`src/rtl/btn_event_pkg.sv`:
```
// rtl/btn_event_pkg.sv - shared types and constants for the button event controller
package btn_event_pkg;

  typedef enum logic [1:0] {
    EV_PRESS   = 2'd0,
    EV_LONG    = 2'd1,
    EV_REPEAT  = 2'd2,
    EV_RELEASE = 2'd3
  } event_kind_t;

  typedef enum logic [1:0] {
    IDLE        = 2'd0,
    HELD        = 2'd1,
    REPEAT_HOLD = 2'd2
  } btn_state_t;

  // clock cycles per ms = frequency / MS_DIVISOR
  localparam int unsigned MS_DIVISOR = 1000;

endpackage

```
`src/rtl/button_hold_fsm.sv`:
```
// rtl/button_hold_fsm.sv - per-button press/long/repeat/release event generator
module button_hold_fsm
  import btn_event_pkg::*;
#(
  parameter int unsigned LONG_MS   = 1000,
  parameter int unsigned REPEAT_MS = 200,
  parameter int unsigned CNT_W     = 10
) (
  input  logic clock,
  input  logic reset_n,
  input  logic button,
  input  logic tick,
  output logic ev_press,
  output logic ev_long,
  output logic ev_repeat,
  output logic ev_release
);

  btn_state_t       state;
  logic             prev_button;
  logic [CNT_W-1:0] hold_cnt;
  logic             long_hit;
  logic             repeat_hit;

  assign long_hit   = tick && (hold_cnt == CNT_W'(LONG_MS - 1));
  assign repeat_hit = tick && (hold_cnt == CNT_W'(REPEAT_MS - 1));

  // Strobes are combinational so the pending store captures them on the same edge
  // the FSM advances; release outranks a coincident threshold tick.
  always_comb begin
    ev_press   = (state == IDLE) && button && !prev_button;
    ev_release = (state != IDLE) && !button;
    ev_long    = (state == HELD) && button && long_hit;
    ev_repeat  = (state == REPEAT_HOLD) && button && repeat_hit;
  end

  // State, edge-detect history and hold counter.
  always_ff @(posedge clock or negedge reset_n) begin
    if (!reset_n) begin
      state       <= IDLE;
      prev_button <= 1'b0;
      hold_cnt    <= '0;
    end else begin
      prev_button <= button;
      case (state)
        IDLE: begin
          if (button && !prev_button) begin
            hold_cnt <= '0;
            state    <= HELD;
          end
        end
        HELD: begin
          if (!button) begin
            hold_cnt <= '0;
            state    <= IDLE;
          end else if (long_hit) begin
            hold_cnt <= '0;
            state    <= REPEAT_HOLD;
          end else if (tick) begin
            hold_cnt <= hold_cnt + 1'b1;
          end
        end
        REPEAT_HOLD: begin
          if (!button) begin
            hold_cnt <= '0;
            state    <= IDLE;
          end else if (repeat_hit) begin
            hold_cnt <= '0;
          end else if (tick) begin
            hold_cnt <= hold_cnt + 1'b1;
          end
        end
        default: begin
          hold_cnt <= '0;
          state    <= IDLE;
        end
      endcase
    end
  end

endmodule

```
`src/rtl/button_event_ctrl.sv`:
```
// rtl/button_event_ctrl.sv - button level activity to arbitrated valid/ready event stream
module button_event_ctrl
  import btn_event_pkg::*;
#(
  parameter int unsigned frequency      = 100000000,
  parameter int unsigned buttons_number = 5,
  parameter int unsigned long_ms        = 1000,
  parameter int unsigned repeat_ms      = 200,
  localparam int unsigned BTN_W = (buttons_number > 1) ? $clog2(buttons_number) : 1
) (
  input  logic                      clock,
  input  logic                      reset_n,
  input  logic [buttons_number-1:0] button,
  output logic                      event_valid,
  input  logic                      event_ready,
  output logic [BTN_W-1:0]          event_button,
  output logic [1:0]                event_kind,
  output logic                      overflow,
  input  logic                      overflow_clear
);

  localparam int unsigned TICK_DIV = frequency / MS_DIVISOR;
  localparam int unsigned PRE_W    = (TICK_DIV > 1) ? $clog2(TICK_DIV) : 1;
  localparam int unsigned HOLD_MAX = (long_ms > repeat_ms) ? long_ms : repeat_ms;
  localparam int unsigned CNT_W    = $clog2(HOLD_MAX + 1);

  logic [PRE_W-1:0]                presc;
  logic                            tick;
  logic [buttons_number-1:0][3:0]  set_bits;
  logic [buttons_number-1:0][3:0]  clr_bits;
  logic [buttons_number-1:0][3:0]  pending;
  logic [BTN_W-1:0]                rr_ptr;
  logic [BTN_W-1:0]                win_btn;
  logic [3:0]                      win_pend;
  logic [3:0]                      win_onehot;
  event_kind_t                     win_kind;
  logic                            win_found;
  logic                            grant;
  logic                            drop;

  assign tick = (presc == PRE_W'(TICK_DIV - 1));

  // 1 ms tick prescaler.
  always_ff @(posedge clock or negedge reset_n) begin
    if (!reset_n) presc <= '0;
    else if (tick) presc <= '0;
    else presc <= presc + 1'b1;
  end

  for (genvar g = 0; g < buttons_number; g++) begin : g_btn
    button_hold_fsm #(
      .LONG_MS  (long_ms),
      .REPEAT_MS(repeat_ms),
      .CNT_W    (CNT_W)
    ) u_fsm (
      .clock     (clock),
      .reset_n   (reset_n),
      .button    (button[g]),
      .tick      (tick),
      .ev_press  (set_bits[g][0]),
      .ev_long   (set_bits[g][1]),
      .ev_repeat (set_bits[g][2]),
      .ev_release(set_bits[g][3])
    );
  end

  // Round-robin button pick: lowest busy index at/after the pointer, else lowest below it;
  // within the button the lowest kind (chronological order) wins.
  always_comb begin
    logic             found_hi, found_lo;
    logic [BTN_W-1:0] hi_btn, lo_btn;
    logic [3:0]       hi_pend, lo_pend;
    found_hi = 1'b0;
    found_lo = 1'b0;
    hi_btn   = '0;
    lo_btn   = '0;
    hi_pend  = '0;
    lo_pend  = '0;
    for (int b = int'(buttons_number) - 1; b >= 0; b--) begin
      if (|pending[b]) begin
        if (BTN_W'(b) >= rr_ptr) begin
          found_hi = 1'b1;
          hi_btn   = BTN_W'(b);
          hi_pend  = pending[b];
        end else begin
          found_lo = 1'b1;
          lo_btn   = BTN_W'(b);
          lo_pend  = pending[b];
        end
      end
    end
    win_found  = found_hi || found_lo;
    win_btn    = found_hi ? hi_btn : lo_btn;
    win_pend   = found_hi ? hi_pend : lo_pend;
    win_onehot = win_pend & (~win_pend + 4'd1);
    if (win_pend[0])      win_kind = EV_PRESS;
    else if (win_pend[1]) win_kind = EV_LONG;
    else if (win_pend[2]) win_kind = EV_REPEAT;
    else                  win_kind = EV_RELEASE;
    grant = (!event_valid || event_ready) && win_found;
    for (int b = 0; b < int'(buttons_number); b++) begin
      clr_bits[b] = (grant && (BTN_W'(b) == win_btn)) ? win_onehot : 4'b0000;
    end
  end

  // A set of an already-pending bit loses the new event; a set racing its own grant survives.
  assign drop = |(set_bits & pending & ~clr_bits);

  // Pending store and sticky overflow; a drop outranks a coincident clear.
  always_ff @(posedge clock or negedge reset_n) begin
    if (!reset_n) begin
      pending  <= '0;
      overflow <= 1'b0;
    end else begin
      pending <= (pending & ~clr_bits) | set_bits;
      if (drop) overflow <= 1'b1;
      else if (overflow_clear) overflow <= 1'b0;
    end
  end

  // Event output register and round-robin pointer; outputs hold while stalled.
  always_ff @(posedge clock or negedge reset_n) begin
    if (!reset_n) begin
      event_valid  <= 1'b0;
      event_button <= '0;
      event_kind   <= EV_PRESS;
      rr_ptr       <= '0;
    end else if (grant) begin
      event_valid  <= 1'b1;
      event_button <= win_btn;
      event_kind   <= win_kind;
      rr_ptr       <= (win_btn == BTN_W'(buttons_number - 1)) ? '0 : win_btn + 1'b1;
    end else if (event_ready) begin
      event_valid <= 1'b0;
    end
  end

endmodule
```
`config.mk`:
```
export PLATFORM = sky130hd
export DESIGN_NAME = button_event_ctrl
export DESIGN_NICKNAME = d
export VERILOG_FILES = /design/src/rtl/btn_event_pkg.sv /design/src/rtl/button_hold_fsm.sv /design/src/rtl/button_event_ctrl.sv
export SDC_FILE = /design/constraint.sdc
export NUM_CORES = 1
export LEC_CHECK = 0
export ABC_CLOCK_PERIOD_IN_PS = 9700
export CORE_ASPECT_RATIO = 0.75
export CORE_UTILIZATION = 40
export DETAILED_ROUTE_END_ITERATION = 8
export GPL_ROUTABILITY_DRIVEN = 0
export MAX_ROUTING_LAYER = met4
export SKIP_LAST_GASP = 1
export SLEW_MARGIN = 25
export SYNTH_ARGS = -nofsm -noshare
export SYNTH_HDL_FRONTEND = slang
export SYNTH_SLANG_ARGS = --single-unit
```
`constraint.sdc`:
```
create_clock -name clock -period 9.7 [get_ports clock]
set_clock_uncertainty 0.05 [all_clocks]
set_input_delay 0.97 -clock clock [delete_from_list [all_inputs] [get_ports clock]]
set_output_delay 0.97 -clock clock [all_outputs]
set_load 0.01 [all_outputs]
```
==> impl_summary.log <==
INFO  metric result_of_the_run = complete, no violations
INFO  metric post-cts-setup-buffer-count = 0
INFO  metric netlist_top_cells_area = dfrtp_1, o21ai_0, ha_1
INFO  metric synthDominantCellAreaShare = 0.3974
INFO  metric cts_hold_buffers = 0
INFO  metric floorplan.die.width = 155.3 µm
INFO  metric hold_path.class = reg2reg
INFO  metric global_route_wire_length_before_repair = 30230 µm
INFO  metric setup_viol = 0
INFO  metric floorplan.core_area = 17030 µm²
INFO  metric synth.cells.most_frequent = dfrtp_1, o21ai_0, nand2_1
INFO  metric routedWlPerCell = 18.08 µm
INFO  metric timing.max_cap.violations = 0
INFO  metric cp_cell_sequence = nor4_4, o22ai_1, or3_4, o31ai_1, ha_1, ha_1, o211ai_1, a2111oi_2, o32ai_1, nor4_1, nand4_1, or4_1
INFO  metric critical_path.most_common_cell = ha_1
INFO  metric vias_in_the_first_global_route = 5803
INFO  metric postRouteAntennaNets = 0
INFO  metric power.total = 1.723 mW
INFO  metric worst_path_max_delay_cell = nor4_4
INFO  metric synthesis.nets = 820
INFO  metric area_delta_synth_final = 9.580%
INFO  metric post-route-period-util = 0.4978
INFO  metric final-max-slew-violation-count = 0
INFO  metric overflow_left_after_global_routing = 0
INFO  metric clock_insertion_delay_worst_skew = 0.36 ns
INFO  metric fillerInstances = 1641
INFO  metric synth.ff_latch_count = 112
INFO  metric number_of_top_level_pins = 16
INFO  metric gr-usage-all-layers = 0.2169
INFO  metric cts_tree = done
INFO  metric synth-warning-count = 0
INFO  metric row_count = 41
INFO  metric timing.final.hold_violations = 0
INFO  metric grt_start_max_net_pins = 72
INFO  metric initial_core_util = 0.4141
INFO  metric critPathMaxFanout = 12
INFO  metric post-route-util = 0.4538
INFO  metric n_antenna_cell = 0
INFO  metric layout.nets = 821
INFO  metric timing.setup.critical_path_class = reg2reg
INFO  metric cellPowerDensity = 223.0 nW/µm²
INFO  metric grt_setup_unrepaired = no
INFO  metric root_buffer = clkbuf_16
INFO  metric synth.lib_cells_used.distinct = 86
INFO  metric totalWireLength = 18550 µm
INFO  metric final_cell_area = 7729 µm²
INFO  metric cts_repair_resize_count = 0
INFO  metric max_freq = 207.1 MHz
INFO  metric tritoncts_num_sinks = 112
INFO  metric area_of_the_mapped_netlist = 7053 µm²
INFO  metric p_leak = 3.087 nW
INFO  metric sequential_element_share_of_the_synthesized_area = 0.3974
INFO  metric async_flop_share = 1.000
INFO  metric chipHeight = 117.0 µm
INFO  metric dp_worst_setup_slack = 4.701 ns
INFO  metric io_buffer_count = 15
INFO  metric cp_data_arrival_time = 5.00 ns
INFO  metric synthesis.instances = 785
INFO  metric slowest_delay = 0.67 ns
INFO  metric clk_pin_slew = 0.08 ns
INFO  metric placed_cells_incl_taps = 1011
INFO  metric drive_gt1_frac = 0.07975
INFO  metric yosys.cell_count.top_type = dfrtp_1
INFO  metric irDropWorstVdd = 0.1191 mV
INFO  metric final_cell_count_no_fill = 1026
INFO  metric routed-via-count = 6232
INFO  metric dpl.hpwl = 13400 µm
INFO  metric clockBufferDepth = 2
INFO  metric placed_area = 7403 µm²
INFO  metric timing.hold.ws = 0.4382 ns
INFO  metric post_synth_edffs = 0
INFO  metric mean_post_synth_cell_area = 8.985 µm²
INFO  metric worstMarginPinSlew = 0.8407 ns
INFO  metric relSlewSlack = 0.4316
INFO  metric synth.largest_area_cell = dfrtp_1
INFO  metric final_setup_slack_of_the_worst_path = 4.871 ns
INFO  metric drc_errors = 0
INFO  metric detailedRoute.firstIterationViolations = 700
INFO  metric synth-main-ff-cell = dfrtp_1
INFO  metric kind_of_start_point_of_the_critical_path = flop
INFO  metric endpoint_kind_of_the_worst_setup_timing_path = flop
INFO  metric die_area = 18170 µm²
INFO  metric avgViaCountPerCell = 6.074
INFO  metric cp_data_required_time = 9.87 ns
INFO  metric cts_buffers = 9
INFO  metric period_minus_slack = 4.829 ns
INFO  metric htreeDepth = 3
INFO  metric setup_tns = 0 ns
INFO  metric grt_antenna_before_repair = 0
INFO  metric drtPass1Iterations = 8
==> cells in the final DEF, fill, tap and decap left out, types with 3 or more instances in the layout <==
| cell type | count |
|---|---|
| a211o_1 | 3 |
| a211oi_1 | 3 |
| a21o_1 | 5 |
| a21oi_1 | 19 |
| a221oi_1 | 3 |
| a22o_1 | 6 |
| a31oi_1 | 6 |
| a32o_1 | 5 |
| a32oi_1 | 3 |
| and2_1 | 8 |
| and3_1 | 21 |
| and4_1 | 6 |
| buf_4 | 3 |
| clkbuf_16 | 9 |
| clkdlybuf4s50_1 | 14 |
| dfrtp_1 | 112 |
| ha_1 | 26 |
| inv_1 | 29 |
| mux2_2 | 5 |
| nand2_1 | 86 |
| nand2b_1 | 13 |
| nand3_1 | 38 |
| nand4_1 | 16 |
| nor2_1 | 54 |
| nor2b_1 | 15 |
| nor3_1 | 8 |
| nor4_1 | 12 |
| nor4_4 | 5 |
| o211ai_1 | 12 |
| o21ai_0 | 103 |
| o21ai_1 | 4 |
| o22ai_1 | 3 |
| o31ai_1 | 26 |
| o41ai_1 | 10 |
| or2_2 | 6 |
| or3_1 | 5 |
| or4_1 | 5 |
| or4_4 | 3 |
| xnor2_1 | 9 |
| xor2_1 | 10 |
==> final cells by class <==
cell class                      count  area [µm²]  share of cell area
Multi-Input combinational cell    616        4048              0.5237
Sequential cell                   112        2803              0.3626
Tap cell                          236       295.3             0.03821
Clock buffer                        9       225.2             0.02914
Timing Repair Buffer               18       173.9             0.02250
Inverter                           29       108.9             0.01408
Clock inverter                      6       75.07            0.009713
==> logic make-up (layout without fill, tap and decap cells) <==
| group | after synthesis | count (layout) | share of synthesized area |
|---|---|---|---|
| and+or+nand+nor | 318 | 318 | 0.2446 |
| AOI/OAI and AO/OA | 247 | 247 | 0.2462 |
| DFF | 112 | 112 | 0.3974 |
| buffers and inverters | 57 | 62 | 0.03264 |
| adders and majority gates | 26 | 26 | 0.04612 |
| xor gates and xnor gates | 19 | 19 | 0.02359 |
| muxes | 6 | 6 | 0.009402 |
==> routing by layer <==
| metal | global-route usage | up-vias | wire (µm) |
|---|---|---|---|
| li1 | - | 2947 | - |
| met5 | - | - | 0 |
| met4 | 0.04967 | 0 | 263 |
| met2 | 0.3109 | 229 | 7885 |
| met1 | 0.3062 | 3019 | 9120 |
| met3 | 0.05449 | 37 | 1279 |
==> power breakdown <==
group | switching (mW) | total (mW) | internal [mW]
Clock | 0.189 | 0.393 | 0.204
Combinational | 0.474 | 0.741 | 0.267
Sequential | 0.0751 | 0.589 | 0.514
Total | 0.739 | 1.72 | 0.985
==> critical path, delay by kind of cell, from the launching register on <==
family / cells / cell delay [ns]
flops: 1 / 0.46
compound gates: 5 / 1.74
simple gates: 5 / 2.04
fa+ha+maj: 2 / 0.41
==> sequential cells by signal, indices dropped and copies added, names as in the netlist <==
signal                   flops
g_btn.u_fsm.hold_cnt        50
pending                     20
presc                       17
g_btn.u_fsm.state           10
g_btn.u_fsm.prev_button      5
event_button                 3
rr_ptr                       3
event_kind                   2
event_valid                  1
overflow                     1
==> final timing paths <==
check                           slack [ns]  depth (start not counted)             startpoint                                     end
worst max-delay path                  4.87                         12  pending[12]$_DFF_PN0_                    overflow$_DFFE_PN0P_
worst min-delay path                  0.44                          1    presc[13]$_DFF_PN0_                     presc[13]$_DFF_PN0_
worst max register to register        4.87                         12  pending[12]$_DFF_PN0_                    overflow$_DFFE_PN0P_
worst min register to register        0.44                          1    presc[13]$_DFF_PN0_                     presc[13]$_DFF_PN0_
max in group asynchronous             8.01                          2                reset_n             event_button[0]$_DFFE_PN0N_
min in group asynchronous             0.53                          1                reset_n  g_btn[0].u_fsm.hold_cnt[7]$_DFFE_PN0P_
Power figures use the tool's default switching activity.
==> variant: new RTL, same flow settings <==
Change the parameter `repeat_ms` from 200 to 300.
--- a/src/rtl/button_event_ctrl.sv
+++ b/src/rtl/button_event_ctrl.sv
@@ -5,7 +5,7 @@
   parameter int unsigned frequency      = 100000000,
   parameter int unsigned buttons_number = 5,
   parameter int unsigned long_ms        = 1000,
-  parameter int unsigned repeat_ms      = 200,
+  parameter int unsigned repeat_ms      = 300,
   localparam int unsigned BTN_W = (buttons_number > 1) ? $clog2(buttons_number) : 1
 ) (
   input  logic                      clock,
Check against the original RTL: same outputs for any inputs over 4 cycles, from zero or initial values and one cycle with reset_n low; that may be too few to reach the edited logic, so the function may still have changed.
==> variant against the original RTL <==
Area after synthesis fell by 0.59%; global-route usage rose by 0.48 points; routed wire length fell by 3.7%; die area fell by 0.58%; final area fell by 0.44%; maximum frequency rose by 0.47%; worst hold slack got worse by 9.4 ps; non-clock buffer count did not move; setup slack improved by 22 ps; via count barely moved; sequential cell count did not move; critical path type unchanged; count of clock-buffer cells in the layout rose by 1; total power fell by 6.5%.
==> variant: results (changes against the original RTL) <==
- The run finished with clean final reports.
- In the synthesized netlist, the cells that appear most often are sky130_fd_sc_hd__dfrtp_1 (112), sky130_fd_sc_hd__o21ai_0 (112), sky130_fd_sc_hd__nand2_1 (108), sky130_fd_sc_hd__nor2_1 (59), sky130_fd_sc_hd__inv_1 (31).
- The part of the power in the clock network is 24.4% (+1.6 points).
- The combined area of the multi-input logic cells is 3998 um^2 (-1.2%).
- The biggest fanout along the worst timing path is 19 (+7).
- The synthesized net count came to 854 (+4.1%).
- The power share of the sequential group is 36.3% (+2.1 points).
- The total power draw is 1.612 mW (-6.5%).
- The net switching power came to 0.6659 mW (-9.9%).
- The pin count of the biggest net entering global routing is 68 (-5.6%).
- Sorting the synthesized cells by area gives the leading types as sky130_fd_sc_hd__dfrtp_1 (40%), sky130_fd_sc_hd__o21ai_0 (8.0%), sky130_fd_sc_hd__nand2_1 (5.8%), sky130_fd_sc_hd__ha_1 (4.6%), sky130_fd_sc_hd__nor2_1 (3.2%).
- The number of cells on the worst reg-to-reg path was 13 (+1).
- The non-filler instance count after layout came to 1063 (+3.6%).
- The distinct cell type count of the synthesized netlist is 69 (-20%).
- The initial detailed-routing violation count is 557 (-20%).
- The signal arrival time at the worst endpoint is 4990 ps (about the same).
- The reported leakage power was 3.017 nW (-2.3%).
- The global-route wire length before repair is 30380 um (+0.50%).
- The setup slack of the worst register-to-register path is 4890 ps (+20 ps).
- The met3 capacity usage during global routing was 5.121% (-0.33 points).
- The sequential share of the synthesized area came to 39.97% (+0.23 points).
- The via count of the first global-routing pass was 5801 (-0.034%).
- The sum of met3 wire segment lengths after detailed routing came to 1093 um (-15%).
- The worst slack at placement is 4993 ps (+292.7 ps).
- The placed standard-cell area came to 7376 um^2 (-0.37%).
- The average cell area after synthesis is 8.561 um^2 (-4.7%).
- The global routing usage summed across all routing layers is 22.18% (+0.48 points).
- The slew at the pin with the worst max-slew slack is 873.6 ps (+32.87 ps).
- The timing-limited maximum frequency is 208.1 MHz (+0.47%).
- The fraction of final layout cells with drive strength greater than 1 is 5.200% (-2.8 points).
- The net total in the final layout is 857 (+4.4%).
- The reg-to-reg startpoint is rr_ptr[2]$_DFFE_PN0N_.
- The maximum vdd ir drop is 0.09978 mV (-16%).
- The worst hold path startpoint is event_button[2]$_DFFE_PN0N_.
- The number of iterations in the first detailed-routing pass is 5 (-3).
- The vias after detailed routing is 6228 (-0.064%).
- The met2 capacity usage during global routing is 30.84% (-0.25 points).
- The placed cell count is 1047 (+3.6%).
-- variant: changes by cell type in the layout (fill, tap and decap cells not counted), moves of 7 or more --
cell                      before  now
sky130_fd_sc_hd__nor4_1       12    5
sky130_fd_sc_hd__nand4_1      16   24
sky130_fd_sc_hd__or4_1         5   12
sky130_fd_sc_hd__o21ai_0     103  112
sky130_fd_sc_hd__o22ai_1       3   10
sky130_fd_sc_hd__and3_1       21   10
sky130_fd_sc_hd__nand2_1      86  108
sky130_fd_sc_hd__nand3_1      38   30
sky130_fd_sc_hd__o41ai_1      10    3
-- variant: worst max-delay path: stages (launching register included) --
cell	delay, ps
sky130_fd_sc_hd__dfrtp_1	600
sky130_fd_sc_hd__or3_1	580
sky130_fd_sc_hd__o22ai_2	330
sky130_fd_sc_hd__or3_1	230
sky130_fd_sc_hd__o32ai_1	170
sky130_fd_sc_hd__inv_1	140
sky130_fd_sc_hd__ha_1	200
sky130_fd_sc_hd__nand2_1	60
sky130_fd_sc_hd__or4b_1	630
sky130_fd_sc_hd__nor3b_1	210
sky130_fd_sc_hd__a222oi_1	330
sky130_fd_sc_hd__nand4b_1	120
sky130_fd_sc_hd__or4_1	520
sky130_fd_sc_hd__or4_1	500
-- variant: cell families after synthesis --
kind of cell,count (synthesis),share of synthesized area [%]
simple gates,365,28.19
compound gates,233,20.61
flops,112,39.97
buf+inv,57,3.140
fa+ha+maj,26,4.640
xor+xnor,20,2.498
mux,6,0.9457
-- variant: layout make-up --
class | instances | share of cell area, %
Multi-Input combinational cell | 650 | 51.95
Clock buffer | 10 | 3.106
Inverter | 31 | 1.512
Clock inverter | 6 | 0.9593
Tap cell | 236 | 3.837
Sequential cell | 112 | 36.42
Timing Repair Buffer | 18 | 2.211
